`src/rtl/hazard_detection_unit_pkg.sv`:
```
`default_nettype none
// ============================================================================
// Module      : hazard_detection_unit_pkg
// Description : Shared definitions for the load-use hazard detector.
//               REG_ADDR_W  - width of an RV32I register address field.
//               reg_addr_t  - register address type.
//               C_REG_X0    - address of the hard-wired zero register.
// Revision    : 1.0 - initial release
// ============================================================================
package hazard_detection_unit_pkg;

    localparam int REG_ADDR_W = 5;

    typedef logic [REG_ADDR_W-1:0] reg_addr_t;

    // x0 is deliberately not exempted by the hazard comparator; the constant
    // is kept here so other decode-stage blocks share one definition.
    localparam reg_addr_t C_REG_X0 = '0;

endpackage : hazard_detection_unit_pkg
`default_nettype wire

```
`src/rtl/hazard_detection_unit_reg_match.sv`:
```
`default_nettype none
// ============================================================================
// Module      : hdu_reg_match
// Description : Register-address equality comparator.
//   i_a, i_b  in  REG_ADDR_W  register addresses to compare
//   o_match   out 1           1 when i_a == i_b (x0 included)
// Revision    : 1.0 - initial release
// ============================================================================
module hdu_reg_match
    import hazard_detection_unit_pkg::*;
(
    input  reg_addr_t i_a,
    input  reg_addr_t i_b,
    output logic      o_match
);

    assign o_match = (i_a == i_b);

endmodule : hdu_reg_match
`default_nettype wire

```
`src/rtl/hazard_detection_unit.sv`:
```
`default_nettype none
// ============================================================================
// Module      : hazard_detection_unit
// Description : Decode-stage load-use hazard detector for the 5-stage RV32I
//               pipeline, with stall statistics for debug/performance.
//   clk             in   1      pipeline clock
//   reset           in   1      sync active-high; clears statistics only
//   IFID_Reg_Rs     in   5      rs1 of the IF/ID instruction
//   IFID_Reg_Rd     in   5      rs2-position field of the IF/ID instruction
//   IDEX_MemRead    in   1      ID/EX instruction is a load
//   IDEX_Reg_Rd     in   5      rd of the ID/EX instruction
//   PC_write        out  1      1 = PC may update
//   IFID_write      out  1      1 = IF/ID may load
//   Mux_select      out  1      1 = inject bubble into ID/EX
//   stall_active_q  out  1      previous cycle's stall decision
//   stall_count     out  CNT_W  saturating count of stall cycles
// Revision    : 1.0 - initial release
// ============================================================================
module hazard_detection_unit
    import hazard_detection_unit_pkg::*;
#(
    parameter int CNT_W = 32
) (
    input  logic             clk,
    input  logic             reset,
    input  logic [4:0]       IFID_Reg_Rs,
    input  logic [4:0]       IFID_Reg_Rd,
    input  logic             IDEX_MemRead,
    input  logic [4:0]       IDEX_Reg_Rd,
    output logic             PC_write,
    output logic             IFID_write,
    output logic             Mux_select,
    output logic             stall_active_q,
    output logic [CNT_W-1:0] stall_count
);

    localparam logic [CNT_W-1:0] C_CNT_MAX = '1;
    localparam logic [CNT_W-1:0] C_CNT_ONE = CNT_W'(1);

    logic w_match_rs1;
    logic w_match_rs2;
    logic w_hazard;

    logic             r_stall_active;
    logic [CNT_W-1:0] r_stall_count;

    hdu_reg_match u_match_rs1 (
        .i_a     (IDEX_Reg_Rd),
        .i_b     (IFID_Reg_Rs),
        .o_match (w_match_rs1)
    );

    hdu_reg_match u_match_rs2 (
        .i_a     (IDEX_Reg_Rd),
        .i_b     (IFID_Reg_Rd),
        .o_match (w_match_rs2)
    );

    // Purely combinational stall path: valid from time 0 and independent of
    // reset, so a reset landing mid-stall never releases a held pipeline.
    assign w_hazard   = IDEX_MemRead & (w_match_rs1 | w_match_rs2);
    assign Mux_select = w_hazard;
    assign PC_write   = ~w_hazard;
    assign IFID_write = ~w_hazard;

    // Statistics; reset takes priority over a same-cycle hazard.
    always_ff @(posedge clk) begin
        if (reset) begin
            r_stall_active <= 1'b0;
            r_stall_count  <= '0;
        end else begin
            r_stall_active <= w_hazard;
            // Saturate at all-ones rather than wrap.
            if (w_hazard && (r_stall_count != C_CNT_MAX)) begin
                r_stall_count <= r_stall_count + C_CNT_ONE;
            end
        end
    end

    assign stall_active_q = r_stall_active;
    assign stall_count    = r_stall_count;

endmodule : hazard_detection_unit
`default_nettype wire

```
`config.mk`:
```
export PLATFORM = sky130hd
export DESIGN_NAME = hazard_detection_unit
export DESIGN_NICKNAME = d
export VERILOG_FILES = /design/src/rtl/hazard_detection_unit_pkg.sv /design/src/rtl/hazard_detection_unit_reg_match.sv /design/src/rtl/hazard_detection_unit.sv
export SDC_FILE = /design/constraint.sdc
export NUM_CORES = 1
export LEC_CHECK = 0
export BUFFER_PORTS_ARGS = -buffer_cell sky130_fd_sc_hd__buf_2
export CAP_MARGIN = 5
export CORE_ASPECT_RATIO = 0.5
export CORE_UTILIZATION = 51
export DETAILED_ROUTE_END_ITERATION = 7
export PLACE_DENSITY = 0.9
export SLEW_MARGIN = 15
export SYNTH_ARGS = -nofsm -noshare
export SYNTH_HDL_FRONTEND = slang
export SYNTH_SLANG_ARGS = --single-unit
export TNS_END_PERCENT = 20
```
`constraint.sdc`:
```
create_clock -name clk -period 3.2 [get_ports clk]
set_input_delay 0.32 -clock clk [delete_from_list [all_inputs] [get_ports clk]]
set_output_delay 0.32 -clock clk [all_outputs]
set_load 0.02 [all_outputs]
```
==> impl_metrics.ini, run 1 <==
[route]
antenna_left = 0
viasPerCell = 5.60
wl_per_cell_um = 13.6
first_iter_violations = 90
drc_errors = 5
dr.pass1.iters = 8
vias = 1658
wirelength_um = 4020

[yosys]
synth.avg_cell_area_um2 = 8.57
synth_edf_count = 0
synth_area_mm2 = 0.00175
synthArstFlopShare = 0
ys_top_cells_by_area = dfxtp_1, xor2_1, nor2_1
yosys.area.top_type_share = 0.378
ys_ff_latch = 33
syn_inst = 204
synthDistinctLibCells = 34
synth_area_leader_cell = dfxtp_1
ys_seq_area_frac = 0.378
yosys_warnings = 0
syn_nets = 223
yosys-top-cells-count = dfxtp_1, nor2_1, xor2_1
synth_flop_cell = dfxtp_1

[final_layout]
drive_gt1_frac = 0.273
finalInstanceArea_mm2 = 0.00210
n_antenna_cell = 0
regArea_um2 = 661
multi_input_area_mm2 = 0.00102
area_growth_pct = 20.3
num-fill-cells = 257
final_cells = 296
nNetsFinal = 274

[power_and_ir_drop]
ir_drop_v = 0.000177
powerDensity_mw_per_mm2 = 363
p_leak_nw = 0.926

[floorplanning]
io_pins = 54
die-area_mm2 = 0.00368
dieHeight_um = 43.4
initial_utilization = 0.557
core_area_mm2 = 0.00314
rows = 14
die_w_um = 84.8

[clock_tree]
cts_resized = 0
clock_latency_ns = 0.28
ctsHoldBuffers = 0
cts_num_sinks = 33
clock_path_buffers = 2
cts_made_buffers = 5
cts_root_buffer = clkbuf_8
postCtsSetupBuffers = 0
cts_tree = yes
htree_levels = 2
clk_pin_slew_ns = 0.07

[status]
violations = DRC
outcome = finished, violations left

[timing]
worst_slack_ns = 0.515
fin_skew_ns = 0.00588
slew_violations = 0
setup-violations-final = 0
grt_setup_unrepaired = false
max_freq_mhz = 372
setup-tns-final_ns = 0
min_period_ns = 2.69
timing.slew.headroom = 0.560
hold_viol = 0
finalCritPeriodShare = 0.839
tightest_slew_ns = 0.654

[setup_path]
cp_data_arrival_time_ns = 2.83
start_kind = flop
crit_family = simple AND/OR/NAND/NOR gates
cp.required_ns = 3.34
end_kind = flop
worstSetupPathType = reg -> reg
critPathMaxFanout = 20
path_cells = nand4_2, or4_1, or4_4, nand2_1, xor2_1, nor2_1
path_buf_inv = 0
critPathMaxStageDelay_ns = 0.72
slowest_stage = or4_4

[flow_run]
max_cap_viol_count = 0

[grt]
grt_max_degree = 35
grt_use_met2 = 0.387
use_met3 = 0.0590
grt_pass1_wl_um = 6350
grt_use_met1 = 0.272
track_usage = 0.223
antenna_found_initial = 0
grt_busiest_layer = met2
overflow = 0
grt_pass1_vias = 1450

[place]
dpl_cell_area_mm2 = 0.00202
placed_cells = 288
io_buffers = 53
hpwl_um = 2880
pre_cts_slack_ns = 0.582
gp_congestion = 0.806

[worst_hold_path]
worstHoldPathType = reg -> reg
## final cells by class
cell class | count | share of cell area
Multi-Input combinational cell | 157 | 0.485
Timing Repair Buffer | 55 | 0.133
Inverter | 3 | 0.00535
Sequential cell | 33 | 0.314
Clock buffer | 8 | 0.0381
Tap cell | 40 | 0.0238
## cell usage in the layout (no fill, tap or decap)
cell type  Yosys  routed
nand3_2        3       3
dfxtp_1       33      33
clkbuf_8       0       5
nand3_4        1       1
a21oi_1        5       5
or4_1          2       2
mux2_4         1       1
nor3_1         4       4
nand3_1       13      13
a211oi_1       1       1
nor2b_1        1       1
clkbuf_1       6       3
inv_1          3       3
o22ai_2        0       1
o31ai_1        1       1
xor2_1        25      25
or3_1          2       2
a31oi_1        1       1
and4_1         4       4
buf_4          1       2
nand4_2        3       3
nor3b_1        1       1
and2_1         5       5
buf_2          1      53
nand4_1       15      15
nand2_1        9       9
a311oi_1       1       1
and3_1        11      11
o21ai_0        2       2
ha_1           1       1
xnor2_1       10      10
nor2_1        33      33
or4_4          1       1
## metrics by stage
step / hold WS [ns] / power (mW) / utilization
6_report: 0.519 / 0.762 / 0.671
5_1_grt: 0.549 / 0.789 / 0.671
4_1_cts: 0.522 / 0.765 / 0.671
3_5_place_dp: 0.510 / 0.470 / 0.645
3_3_place_gp: 0.488 / 0.468 / 0.645
2_1_floorplan: 0.570 / 0.450 / -
## sequential cells by signal, summed over array words and instances, names as in the netlist
name	cells
stall_count	32
stall_active_q	1
## cell families (layout without fill, tap and decap cells)
| group | Yosys count | in the layout | share of synthesized area |
|---|---|---|---|
| AOI/OAI and AO/OA | 12 | 12 | 0.0408 |
| muxes | 1 | 1 | 0.00859 |
| DFF | 33 | 33 | 0.378 |
| buffers and inverters | 14 | 66 | 0.0415 |
| and+or+nand+nor | 108 | 108 | 0.349 |
| adders and majority gates | 1 | 1 | 0.00716 |
| xor gates and xnor gates | 35 | 35 | 0.175 |
## worst paths after layout
kind,from,end,slack (ns),cells after the start
hold / removal,stall_count[9]$_SDFFE_PP0P_,stall_count[9]$_SDFFE_PP0P_,0.52,2
hold reg to reg,stall_count[9]$_SDFFE_PP0P_,stall_count[9]$_SDFFE_PP0P_,0.52,2
setup reg to reg,stall_count[10]$_SDFFE_PP0P_,stall_count[0]$_SDFFE_PP0P_,0.51,6
setup / recovery,stall_count[10]$_SDFFE_PP0P_,stall_count[0]$_SDFFE_PP0P_,0.51,6
## layer usage
layer	share of wire	vias to the layer above
met5	0	-
met2	0.47	70
met1	0.44	765
li1	-	814
met3	0.071	9
met4	0.016	0
## tightest hold or removal path: cells and delay by family (launching register included)
kind | cells | cell delay (ns)
AO/OA/AOI/OAI | 2 | 0.14
flip-flops | 1 | 0.34
## power by group
group          switching [mW]  leakage, nW  internal (mW)
Sequential            0.00101        0.266          0.411
Combinational          0.0280        0.621         0.0209
Clock                   0.147       0.0395          0.154
Power figures use the tool's default switching activity.
==> inputs of run 2 (changes only) <==
==> constraint.sdc (replaced) <==
create_clock -name clk -period 2.5 [get_ports clk]
set_input_delay 0.25 -clock clk [delete_from_list [all_inputs] [get_ports clk]]
set_output_delay 0.25 -clock clk [all_outputs]
set_load 0.02 [all_outputs]
==> impl_metrics.ini, run 2 (synthesis results as in run 1) <==
[route]
top_layer_used = met4
drc_errors = 5
wl_met2_um = 1920
wirelength_um = 4170
wl_per_cell_um = 13.9
dr.pass1.iters = 8
viasPerCell = 5.58
wl_met3_um = 243
m1WireLength_um = 1900
vias = 1674
first_iter_violations = 86
antenna_left = 0

[status]
violations = DRC
outcome = finished, violations left

[setup_path]
cp.required_ns = 2.68
worstSetupPathType = reg -> reg
critPathMaxFanout = 20
rr_endpoint = stall_count[18]$_SDFFE_PP0P_
critPathMaxStageDelay_ns = 0.70
end_kind = flop
cp_data_arrival_time_ns = 2.60
slowest_stage = or4_4
r2r-start = stall_count[13]$_SDFFE_PP0P_
cp.depth = 6
start_kind = flop
path_buf_inv = 0
path_cells = nand4_2, or4_1, or4_4, nand3_4, nor2_1, mux2_4
reg2reg_depth = 6
crit_family = simple AND/OR/NAND/NOR gates
rrSetupSlack_ns = 0.08

[floorplanning]
rows = 14
initial_utilization = 0.557
core_area_mm2 = 0.00314
die_w_um = 84.8
dieHeight_um = 43.4
die-area_mm2 = 0.00368
io_pins = 54

[power_and_ir_drop]
ir_drop_v = 0.000265
combPwrFrac = 0.063
total_power_mw = 0.998
powerDensity_mw_per_mm2 = 463
p_sw_frac = 0.227
p_switching_mw = 0.226
p_leak_nw = 0.957
seq_power_share = 0.529
clkPwrFrac = 0.408
cellInternalPower_mw = 0.772

[final_layout]
regArea_um2 = 667
n_antenna_cell = 0
final_util = 0.688
nNetsFinal = 279
drive_gt1_frac = 0.315
num-fill-cells = 253
area_growth_pct = 23.3
layout_commonest_cell = buf_2
multi_input_area_mm2 = 0.00102
largest_reg_flops = 32
final_cell_mix = buf_2, nor2_1, dfxtp_1, xor2_1, nand4_1

[clock_tree]
clk_pin_slew_ns = 0.07
ctsHoldBuffers = 0
cts_num_sinks = 33
cts_resized = 0
htree_levels = 2
postCtsSetupBuffers = 0
clock_latency_ns = 0.29
cts_made_buffers = 5
clock_path_buffers = 2
cts_root_buffer = clkbuf_8
cts_tree = yes

[flow_run]
max_cap_viol_count = 0

[place]
gp_congestion = 0.845
io_buffers = 53
hpwl_um = 2980
pre_cts_slack_ns = 0.104

[timing]
finalCritPeriodShare = 0.969
fin_skew_ns = 0.00484
min_period_ns = 2.42
slew_violations = 0
setup-tns-final_ns = 0
worst_slack_ns = 0.0774
tightest_slew_ns = 0.604
setup-violations-final = 0
timing.slew.headroom = 0.598
hold_viol = 0
max_freq_mhz = 413
grt_setup_unrepaired = false

[grt]
overflow = 0
track_usage = 0.244
grt_pass1_wl_um = 6950
grt_max_degree = 35
antenna_found_initial = 0
grt_pass1_vias = 1517

[worst_hold_path]
hp-start = reset
min_path_cells = 2
holdPathEnd = stall_count[30]$_SDFFE_PP0P_
worstHoldPathType = in -> reg
-- run 2: changes by cell type in the layout (fill, tap and decap cells not counted), sizes merged --
cell	before	now
clkbuf	8	7
buf	55	60
-- run 2: worst reg2reg max path, cell delays in order, from the launching register on --
cell	delay [ns]
dfxtp_2	0.37
nand4_2	0.16
or4_1	0.59
or4_4	0.70
nand3_4	0.15
nor2_1	0.06
mux2_4	0.29
-- run 2: stage by stage --
step                cell area [um^2]  cells  hold slack, ns
detailed placement              2070    293           0.496
CTS                             2150    300           0.449
finish                          2160    300           0.451
global placement                2070    293           0.484
floorplan                       1750    204           0.544
global route                    2160    300           0.484
-- run 2: area by class of cell --
type | instances | area share
well taps | 40 | 0.0232
clock buffers | 7 | 0.0400
flip-flops and latches | 33 | 0.309
multi-input cells | 157 | 0.475
repair buffers | 60 | 0.147
inverters | 3 | 0.00522
-- run 2: routing by layer --
| metal | vias up | global-route usage |
|---|---|---|
| met5 | - | 0 |
| met4 | 0 | 0.112 |
| met3 | 16 | 0.0629 |
| met2 | 72 | 0.420 |
| met1 | 763 | 0.298 |
| li1 | 823 | - |
-- run 2: how the worst max path moves through the flow --
| stage | start | to | slack [ns] |
|---|---|---|---|
| 2_1_floorplan | stall_count[8]$_SDFFE_PP0P_ | stall_count[6]$_SDFFE_PP0P_ | 0.02 |
| 3_3_place_gp | stall_count[10]$_SDFFE_PP0P_ | stall_count[18]$_SDFFE_PP0P_ | 0.17 |
| 3_5_place_dp | stall_count[13]$_SDFFE_PP0P_ | stall_count[24]$_SDFFE_PP0P_ | 0.10 |
| 4_1_cts | stall_count[13]$_SDFFE_PP0P_ | stall_count[18]$_SDFFE_PP0P_ | 0.09 |
| 5_1_grt | stall_count[11]$_SDFFE_PP0P_ | stall_count[18]$_SDFFE_PP0P_ | 0.007 |
| 6_report | stall_count[13]$_SDFFE_PP0P_ | stall_count[18]$_SDFFE_PP0P_ | 0.08 |
-- run 2: power groups by stage --
stage,clock [mW],combinational (mW),sequential (mW)
after floorplan,0,0.0351,0.541
after global placement,0,0.0595,0.540
after detailed placement,0,0.0624,0.540
after CTS,0.409,0.0630,0.528
after global routing,0.431,0.0691,0.528
final,0.407,0.0632,0.528
